## src/rtl/arc4_pkg.sv

```systemverilog
// ARC4 shared types: PRGA state encoding,
// byte type and default printable range.
package arc4_pkg;

  typedef logic [7:0] byte_t;

  typedef enum logic [3:0] {
    S_IDLE,
    S_RD_LEN,
    S_WT_LEN,
    S_WR_PT0,
    S_RD_SI,
    S_WT_SI,
    S_RD_SJ,
    S_WT_SJ,
    S_WR_SJ,
    S_WR_SI,
    S_RD_PAD,
    S_WT_PAD,
    S_WR_PT,
    S_DONE
  } prga_state_t;

  localparam byte_t ASCII_LO_DEF = 8'h20;
  localparam byte_t ASCII_HI_DEF = 8'h7E;

endpackage

```

## src/rtl/arc4_byte_grade.sv

```systemverilog
// Printable-range check for one plaintext byte.
// With CHECK_EN=0 every byte counts as legal.
import arc4_pkg::*;

module arc4_byte_grade #(
  parameter bit         CHECK_EN = 1'b1,
  parameter logic [7:0] ASCII_LO = ASCII_LO_DEF,
  parameter logic [7:0] ASCII_HI = ASCII_HI_DEF
) (
  input  logic [7:0] b,
  output logic       legal
);

  logic in_rng;

  // range compare, bypassed when grading is off
  always_comb begin
    in_rng = (b >= ASCII_LO) && (b <= ASCII_HI);
    legal  = !CHECK_EN || in_rng;
  end

endmodule

```

## src/rtl/prga_check.sv

```systemverilog
// ARC4 PRGA decrypt engine with plaintext grading.
// All outputs are registered; loads happen on state entry.
import arc4_pkg::*;

module prga_check #(
  parameter int         MEM_LAT     = 1,
  parameter bit         CHECK_EN    = 1'b1,
  parameter logic [7:0] ASCII_LO    = ASCII_LO_DEF,
  parameter logic [7:0] ASCII_HI    = ASCII_HI_DEF,
  parameter bit         EARLY_ABORT = 1'b1
) (
  input  logic       clk,
  input  logic       rst_n,
  input  logic       en,
  output logic       rdy,
  output logic       done,
  output logic       result_ok,
  output logic [7:0] fail_idx,
  output logic [7:0] s_addr,
  input  logic [7:0] s_rddata,
  output logic [7:0] s_wrdata,
  output logic       s_wren,
  output logic [7:0] ct_addr,
  input  logic [7:0] ct_rddata,
  output logic [7:0] pt_addr,
  output logic [7:0] pt_wrdata,
  output logic       pt_wren
);

  localparam logic [1:0] WT_LAST = 2'(MEM_LAT - 1);

  prga_state_t state_q, state_d;
  logic [1:0]  wcnt_q, wcnt_d;
  byte_t       i_q, i_d, j_q, j_d;
  logic [8:0]  k_q, k_d;
  byte_t       len_q, len_d, si_q, si_d, sj_q, sj_d;
  logic        rdy_q, rdy_d, done_q, done_d;
  logic        ok_q, ok_d;
  byte_t       fidx_q, fidx_d;
  byte_t       sa_q, sa_d, swd_q, swd_d;
  logic        swe_q, swe_d;
  byte_t       ca_q, ca_d, pa_q, pa_d, pwd_q, pwd_d;
  logic        pwe_q, pwe_d;

  logic wt_last, in_wt, byte_ok, last_k, abort;

  arc4_byte_grade #(
    .CHECK_EN (CHECK_EN),
    .ASCII_LO (ASCII_LO),
    .ASCII_HI (ASCII_HI)
  ) u_grade (
    .b     (pwd_q),
    .legal (byte_ok)
  );

  // state and datapath registers
  always_ff @(posedge clk or negedge rst_n) begin
    if (!rst_n) begin
      state_q <= S_IDLE;
      wcnt_q  <= '0;
      i_q     <= '0;
      j_q     <= '0;
      k_q     <= 9'd1;
      len_q   <= '0;
      si_q    <= '0;
      sj_q    <= '0;
      rdy_q   <= 1'b1;
      done_q  <= 1'b0;
      ok_q    <= 1'b0;
      fidx_q  <= '0;
      sa_q    <= '0;
      swd_q   <= '0;
      swe_q   <= 1'b0;
      ca_q    <= '0;
      pa_q    <= '0;
      pwd_q   <= '0;
      pwe_q   <= 1'b0;
    end else begin
      state_q <= state_d;
      wcnt_q  <= wcnt_d;
      i_q     <= i_d;
      j_q     <= j_d;
      k_q     <= k_d;
      len_q   <= len_d;
      si_q    <= si_d;
      sj_q    <= sj_d;
      rdy_q   <= rdy_d;
      done_q  <= done_d;
      ok_q    <= ok_d;
      fidx_q  <= fidx_d;
      sa_q    <= sa_d;
      swd_q   <= swd_d;
      swe_q   <= swe_d;
      ca_q    <= ca_d;
      pa_q    <= pa_d;
      pwd_q   <= pwd_d;
      pwe_q   <= pwe_d;
    end
  end

  // next state; WT_* states hold for MEM_LAT cycles
  always_comb begin
    state_d = state_q;
    wcnt_d  = '0;
    wt_last = (wcnt_q == WT_LAST);
    in_wt   = (state_q == S_WT_LEN) || (state_q == S_WT_SI)
           || (state_q == S_WT_SJ) || (state_q == S_WT_PAD);
    last_k  = ((k_q + 9'd1) == {1'b0, len_q});
    abort   = EARLY_ABORT && !byte_ok;
    if (in_wt && !wt_last) begin
      wcnt_d = wcnt_q + 2'd1;
    end else begin
      unique case (state_q)
        S_IDLE:   if (en && rdy_q) state_d = S_RD_LEN;
        S_RD_LEN: state_d = S_WT_LEN;
        S_WT_LEN: state_d = S_WR_PT0;
        S_WR_PT0: state_d = (len_q <= 8'd1) ? S_DONE : S_RD_SI;
        S_RD_SI:  state_d = S_WT_SI;
        S_WT_SI:  state_d = S_RD_SJ;
        S_RD_SJ:  state_d = S_WT_SJ;
        S_WT_SJ:  state_d = S_WR_SJ;
        S_WR_SJ:  state_d = S_WR_SI;
        S_WR_SI:  state_d = S_RD_PAD;
        S_RD_PAD: state_d = S_WT_PAD;
        S_WT_PAD: state_d = S_WR_PT;
        S_WR_PT:  state_d = (last_k || abort) ? S_DONE : S_RD_SI;
        S_DONE:   state_d = S_IDLE;
        default:  state_d = S_IDLE;
      endcase
    end
  end

  // registered outputs loaded on entry to each state
  always_comb begin
    i_d    = i_q;
    j_d    = j_q;
    k_d    = k_q;
    len_d  = len_q;
    si_d   = si_q;
    sj_d   = sj_q;
    rdy_d  = rdy_q;
    done_d = 1'b0;
    ok_d   = ok_q;
    fidx_d = fidx_q;
    sa_d   = sa_q;
    swd_d  = swd_q;
    swe_d  = 1'b0;
    ca_d   = ca_q;
    pa_d   = pa_q;
    pwd_d  = pwd_q;
    pwe_d  = 1'b0;
    if (state_q == S_WR_PT) begin
      k_d = k_q + 9'd1;
      if (!byte_ok) begin
        ok_d = 1'b0;
        if (ok_q) fidx_d = k_q[7:0];
      end
    end
    if (state_d != state_q) begin
      unique case (state_d)
        S_RD_LEN: begin
          rdy_d  = 1'b0;
          i_d    = '0;
          j_d    = '0;
          k_d    = 9'd1;
          ok_d   = 1'b1;
          fidx_d = '0;
          ca_d   = '0;
        end
        S_WR_PT0: begin
          len_d = ct_rddata;
          pa_d  = '0;
          pwd_d = ct_rddata;
          pwe_d = 1'b1;
        end
        S_RD_SI: begin
          i_d  = i_q + 8'd1;
          sa_d = i_q + 8'd1;
        end
        S_RD_SJ: begin
          si_d = s_rddata;
          j_d  = j_q + s_rddata;
          sa_d = j_q + s_rddata;
        end
        S_WR_SJ: begin
          sj_d  = s_rddata;
          sa_d  = j_q;
          swd_d = si_q;
          swe_d = 1'b1;
        end
        S_WR_SI: begin
          sa_d  = i_q;
          swd_d = sj_q;
          swe_d = 1'b1;
        end
        S_RD_PAD: begin
          sa_d = si_q + sj_q;
          ca_d = k_q[7:0];
        end
        S_WR_PT: begin
          pa_d  = k_q[7:0];
          pwd_d = s_rddata ^ ct_rddata;
          pwe_d = 1'b1;
        end
        S_DONE:  done_d = 1'b1;
        S_IDLE:  rdy_d  = 1'b1;
        default: ;
      endcase
    end
  end

  assign rdy       = rdy_q;
  assign done      = done_q;
  assign result_ok = ok_q;
  assign fail_idx  = fidx_q;
  assign s_addr    = sa_q;
  assign s_wrdata  = swd_q;
  assign s_wren    = swe_q;
  assign ct_addr   = ca_q;
  assign pt_addr   = pa_q;
  assign pt_wrdata = pwd_q;
  assign pt_wren   = pwe_q;

endmodule

```

## config.mk

```make
export PLATFORM = sky130hd
export DESIGN_NAME = prga_check
export DESIGN_NICKNAME = d
export VERILOG_FILES = /design/src/rtl/arc4_pkg.sv /design/src/rtl/arc4_byte_grade.sv /design/src/rtl/prga_check.sv
export SDC_FILE = /design/constraint.sdc
export NUM_CORES = 1
export LEC_CHECK = 0
export ABC_AREA = 1
export BUFFER_PORTS_ARGS = -buffer_cell sky130_fd_sc_hd__clkbuf_2
export CORE_ASPECT_RATIO = 1.75
export CORE_UTILIZATION = 55
export CTS_BUF_LIST = sky130_fd_sc_hd__clkbuf_4
export CTS_CLUSTER_SIZE = 30
export DETAILED_ROUTE_END_ITERATION = 16
export HOLD_SLACK_MARGIN = 0.15
export PLACE_DENSITY = 0.76
export SYNTH_ARGS = -nofsm -noshare
export SYNTH_HDL_FRONTEND = slang
export SYNTH_HIERARCHICAL = 1
export SYNTH_SLANG_ARGS = --single-unit
```

## constraint.sdc

```tcl
create_clock -name clk -period 4.35 [get_ports clk]
set_input_delay 0.2175 -clock clk [delete_from_list [all_inputs] [get_ports clk]]
set_output_delay 0.2175 -clock clk [all_outputs]
set_load 0.005 [all_outputs]
```

Word level (Yosys, flattened, before mapping):

Index checks and enable logic that the tools add are counted.

* bitwise gates (word level): 1
* mux-type cells: 32
* order comparisons: 3
* equality and inequality tests: 23
* add/subtract/negate cells: 5
* reductions and logical operators: 31

Operators by type and width (number)
* 8-bit case mux with 2 select lines: 6
* 4-bit case mux with 13 select lines: 1
* 4-bit equality test, second input constant: 10
* 8-bit 2-to-1 mux: 5
* 8-bit case mux with 5 select lines: 1
* 9-bit 2-to-1 mux: 3
* 4-bit by 3-bit equality test with 1-bit output, second input constant: 6
* 2-bit AND reduction: 10
* 8-bit adder: 2
* 4-bit 2-to-1 mux: 4
* 4-bit by 2-bit equality test with 1-bit output, second input constant: 3
* 2-bit nonzero test: 6
* 1-bit 2-to-1 mux: 10
* 9-bit by 1-bit adder with 9-bit output, second input constant: 1
* 9-bit by 8-bit equality test with 1-bit output: 1
* 8-bit by 1-bit adder with 8-bit output, second input constant: 1
* 4-bit by 1-bit equality test with 1-bit output, second input constant: 2
* 8-bit by 6-bit >= comparator with 1-bit output, second input constant: 1
* 8-bit by 1-bit <= comparator with 1-bit output, second input constant: 1
* 8-bit by 7-bit <= comparator with 1-bit output, second input constant: 1
* 4-bit logical NOT: 2
* 8-bit XOR: 1
* 5-bit nonzero test: 1
* 1-bit logical OR: 4
* 8 further kinds: 12

* input port bits: 19
* bits in registers: 108

Depth between registers and ports, before layout:

* depth in word-level cells: 11
* depth in mapped cells: 22

By module:

Netlist, hierarchy kept.

Modules (own cells, without submodules)
* prga_check: sequential area each 2705.1 um2, instances 1, cells an instance 740, area an instance 5880.6 um2
* arc4_byte_grade: sequential area each 0.0 um2, instances 1, cells an instance 8, area an instance 41.3 um2

Least setup slack after synthesis:

Ideal clock, no wire load.

* kind: register to register
* from: register k_q[0]
* to: register pa_q[7], in the netlist pt_addr[7]
* required time: 4227 ps
* data arrival time: 2259 ps
* path slack: 1968 ps
* cell stages (with the launch flop): 22
* cell sequence: dfstp_2 -> ha_1 -> nand2_2 -> inv_2 -> nand2_1 -> nand2_1 -> nor2_1 -> nor2_1 -> nand3_1 -> nor2_1 -> nand2_2 -> nand3_2 -> nand2_4 -> nand2_2 -> nand2_2 -> nor2_4 -> inv_4 -> nand2_8 -> inv_4 -> buf_6 -> nand2_1 -> o21ai_1

* word-level cells in the longest chain between the ends: 9

RTL lines
* start: declaration: line prga_check.sv:35 `logic [8:0] k_q, k_d;`
* start signal: assignment: line prga_check.sv:83 `k_q <= k_d;`
* 9-bit by 1-bit adder with 9-bit output (*): line prga_check.sv:108 `last_k = ((k_q + 9'd1) == {1'b0, len_q});`
* 9-bit by 8-bit equality test with 1-bit output (*): line prga_check.sv:108
* 1-bit logical OR (*): line prga_check.sv:126 `S_WR_PT: state_d = (last_k || abort) ? S_DONE : S_RD_SI;`
* 4-bit 2-to-1 mux (*): line prga_check.sv:126
* 4-bit case mux with 13 select lines (*): line prga_check.sv:113 `unique case (state_q)`
* 4-bit 2-to-1 mux (*): line prga_check.sv:110 `if (in_wt && !wt_last) begin`
* named net state_d[3]: line prga_check.sv:32 `prga_state_t state_q, state_d;`
* 4-bit equality test or 4-bit by 2-bit equality test with 1-bit output (tied branches): line prga_check.sv:160 `unique case (state_d)`
* 2-bit nonzero test (no source line)
* 2-bit AND reduction (no source line)
* end signal: assignment: line prga_check.sv:95 `pa_q <= pa_d;`
* end: declaration: line prga_check.sv:42 `byte_t ca_q, ca_d, pa_q, pa_d, pwd_q, pwd_d;`

The timed path passes the listed nets; every way through them passes the cells marked *.
A chain may end at the register's enable or synchronous reset.

Worst setup path after layout:

* from: register k_q[0]
* to: register pwd_q[5], in the netlist pt_wrdata[5]

* word-level cells in the longest chain between the ends: 9

RTL lines
* 9-bit by 1-bit adder with 9-bit output (*): line prga_check.sv:108
* 9-bit by 8-bit equality test with 1-bit output (*): line prga_check.sv:108
* 1-bit logical OR (*): line prga_check.sv:126
* 4-bit 2-to-1 mux (*): line prga_check.sv:126
* 4-bit case mux with 13 select lines (*): line prga_check.sv:113
* 4-bit 2-to-1 mux (*): line prga_check.sv:110
* named net state_d[3]: line prga_check.sv:32
* 4-bit equality test or 4-bit by 2-bit equality test with 1-bit output (tied branches): line prga_check.sv:160
* 2-bit nonzero test (no source line)
* 2-bit AND reduction (no source line)
* end signal: assignment: line prga_check.sv:96 `pwd_q <= pwd_d;`
* end: declaration: line prga_check.sv:42

Marked as above.

==> flow_summary_export.csv <==
group,metric,value,unit
status,status,"complete, no violations",
clocking,clock_sinks,108,
critical_path,critPathMaxFanout,12,
synth,synth_flop_cell,"dfrtp_1",
sta,setup-tns-final,0,ns
floorplanning,die_h,139,um
synth,syn_inst,748,
sta,hold_viol_final,0,
power,irDropWorstVdd,0.452,mV
clocking,path_clk_slew,0.19,ns
min_path,hold_path.class,"in -> async",
clocking,clock_latency,0.49,ns
grt,antenna_found_initial,1,
layout,largest_reg_flops,9,
routing,route.vias.total,5393,
critical_path,startpoint,"k_q[0]$_DFF_PN1_",
clocking,tritoncts,"done",
layout,syn_to_final_growth,14.1,%
routing,dr.pass1.iters,5,
synth,synth_warnings,6,
grt,grt-ovfl-total,0,
clocking,htreeDepth,3,
grt,grt_pass1_vias,5329,
floorplanning,fp.dieW,80.4,um
routing,drtIter0Drc,375,
sta,whs,0.310,ns
floorplanning,core_area,0.0104,mm2
clocking,cts_buffers,9,
sta,fin_skew,0.0348,ns
sta,slew_headroom,49.1,%
clocking,clk_path_buf_depth,2,
grt,grt_start_max_net_pins,59,
synth,ys_ff_latch,108,
synth,syn-num-nets,786,
power,p_leak,3.55,nW
floorplanning,initial_utilization,57.2,%
sta,period_needed,3.75,ns
synth,ys_types,45,
grt,grt_use_total,30.8,%
sta,fmax,267,MHz
power,power.density,740,mW/mm2
floorplanning,row_count,49,
critical_path,r2r_slack,0.60,ns
routing,drt_wl_total,15.9,mm
sta,rsz0062_at_grt,"no",
clocking,cts-root-buf,"clkbuf_4",
routing,wl_per_cell,16.4,um
clocking,post_cts.repair.setup_buffers,0,
layout,stdcell_count,971,
place,hpwlAfterDp,12.1,mm
place,dp_cells,933,
critical_path,end_kind,"flip-flop",
critical_path,ff2ff_path_depth,20,
layout,top_register,"k_q",
floorplanning,ios,72,
critical_path,rr_endpoint,"pt_wrdata[5]$_DFFE_PN0P_",
place,place_congestion,0.938,
flow_run,max_cap_violations,0,
synth,yosysSeqAreaShare,45.7,%
sta,tightest_slew,0.761,ns
routing,ant_nets,0,
layout,post-route-util,65.2,%
critical_path,start_kind,"flip-flop",
critical_path,r2r_start,"k_q[0]$_DFF_PN1_",
layout,drive_above_1_share,17.6,%
sta,final-setup-viol-count,0,
routing,drc,0,
sta,finalMaxSlewViolations,0,
sta,finalCritPeriodShare,86.1,%
routing,via_per_inst,5.55,
grt,grt_pass1_wl,25.9,mm
critical_path,critPathKind,"reg -> reg",
critical_path,arrival,4.16,ns
synth,ys_async_sr_fraction,100,%
synth,syn_area_per_cell,7.92,um2
place,portBuffers,71,
critical_path,critPathRequiredTime,4.76,ns
synth,synth-edff-count,0,
floorplanning,dieArea,0.0112,mm2
layout,fin_nets,876,
synth,synth_area,0.00592,mm2
synthesized netlist by cell type, types with 2 or more instances:
cell type	number	area share [%]
a211oi_1	8	1.0
a21oi_1	18	1.5
a21oi_4	2	0.55
a31oi_1	7	0.74
buf_2	5	0.42
buf_4	2	0.25
buf_6	4	0.76
clkbuf_1	5	0.32
dfrtp_1	106	45
dfstp_2	2	0.89
fa_1	2	0.68
ha_1	17	3.6
inv_1	72	4.6
inv_2	13	0.82
inv_4	2	0.21
nand2_1	222	14
nand2_2	8	0.85
nand2_4	4	0.76
nand3_1	78	6.6
nand3_2	2	0.34
nand3b_1	3	0.38
nand4_1	8	0.85
nor2_1	59	3.7
nor2_2	6	0.63
nor2_4	5	0.95
nor3_1	2	0.17
o21ai_0	41	3.5
o21ai_1	17	1.4
o21ai_2	2	0.30
or2_2	5	0.53
xnor2_1	4	0.59
xor2_1	4	0.59
repair_timing:
item | 4_1_cts | 5_1_grt
endpoints found under the hold margin | 88 | 0
gates resized for setup | 0 | 0
hold buffers | 21 | 0
worst max path at each step:
| stage | to | slack [ns] | cells past startpoint |
|---|---|---|---|
| floorplan | pt_addr[7]$_DFFE_PN0P_ | 1.97 | 21 |
| global placement | s_addr[1]$_DFFE_PN0P_ | 1.31 | 20 |
| global route | pt_wrdata[5]$_DFFE_PN0P_ | 0.41 | 20 |
| detailed placement | s_addr[3]$_DFFE_PN0P_ | 1.24 | 20 |
| CTS | pt_wrdata[5]$_DFFE_PN0P_ | 0.68 | 20 |
| finish | pt_wrdata[5]$_DFFE_PN0P_ | 0.60 | 20 |
per-layer routing:
layer  wire length, um  vias to the layer above  global-route usage, %  share of wire [%]
met1              5600                     2520                   31.7                 35
met4              1250                        0                   23.2                7.9
met3               572                       70                   4.52                3.6
met5                 0                        -                      0                  0
met2              8500                      195                   54.1                 53
li1                  -                     2608                      -                  -
cells by family after synthesis:
family,Yosys count,share of synthesized area (%)
AND/OR/NAND/NOR,406,31.2
adder cells (fa/ha/maj),19,4.27
AO/OA/AOI/OAI,103,10.3
flip-flops,108,45.7
buffers and inverters,104,7.42
XOR/XNOR,8,1.18
layout by cell type, fill, tap and decap left out, drive strengths merged:
cell type	instances
a32o	1
a31oi	8
buf	4
diode	1
dfrtp	106
o21ai	60
inv	90
nand3	81
dfstp	2
a21oi	21
or2	5
o22ai	1
o211ai	1
clkbuf	79
xor2	4
nor3	2
nand4	9
bufinv	2
clkinv	3
nand2	235
a32oi	1
ha	17
o21bai	1
nor2	71
a211oi	8
xnor2	4
nand3b	3
o21a	1
dlygate4sd3	21
fa	2
metrics by stage:
step | cell area [um2] | power, mW | worst slack, ns
4_1_cts | 6750 | 4.99 | 0.676
2_1_floorplan | 5920 | 3.60 | 1.97
3_5_place_dp | 6360 | 4.35 | 1.24
6_report | 6750 | 4.99 | 0.603
5_1_grt | 6750 | 5.42 | 0.412
3_3_place_gp | 6360 | 4.25 | 1.31
report_power, final:
group	internal (mW)	leakage (nW)	switching, mW
sequential	1.42	1.38	0.341
clock	0.249	0.0973	0.374
combinational	0.909	2.08	1.70
area by class of cell:
class,instances,area [um2]
clock inverter,7,116
timing repair buffer,95,591
multi-input combinational,536,2780
antenna,1,2.50
sequential,108,2710
fill,895,3610
tap,127,159
clock buffer,9,67.6
inverter,88,335
critical path, cell delays in order (launching register included):
cell	delay, ns
dfstp_2	0.62
ha_1	0.21
nand2_2	0.08
inv_2	0.10
nand3_1	0.08
nand2_1	0.09
nand2_1	0.07
nand2_1	0.06
nand3_1	0.07
nor2_2	0.12
nand2_2	0.09
nand3_2	0.09
nand2_4	0.07
nand2_2	0.12
nand2_2	0.09
nor2_4	0.29
nand3_1	0.10
dlygate4sd3_1	0.60
nand3_1	0.11
dlygate4sd3_1	0.55
nand2_1	0.05
Note: power is estimated with default switching activity, not from simulation.
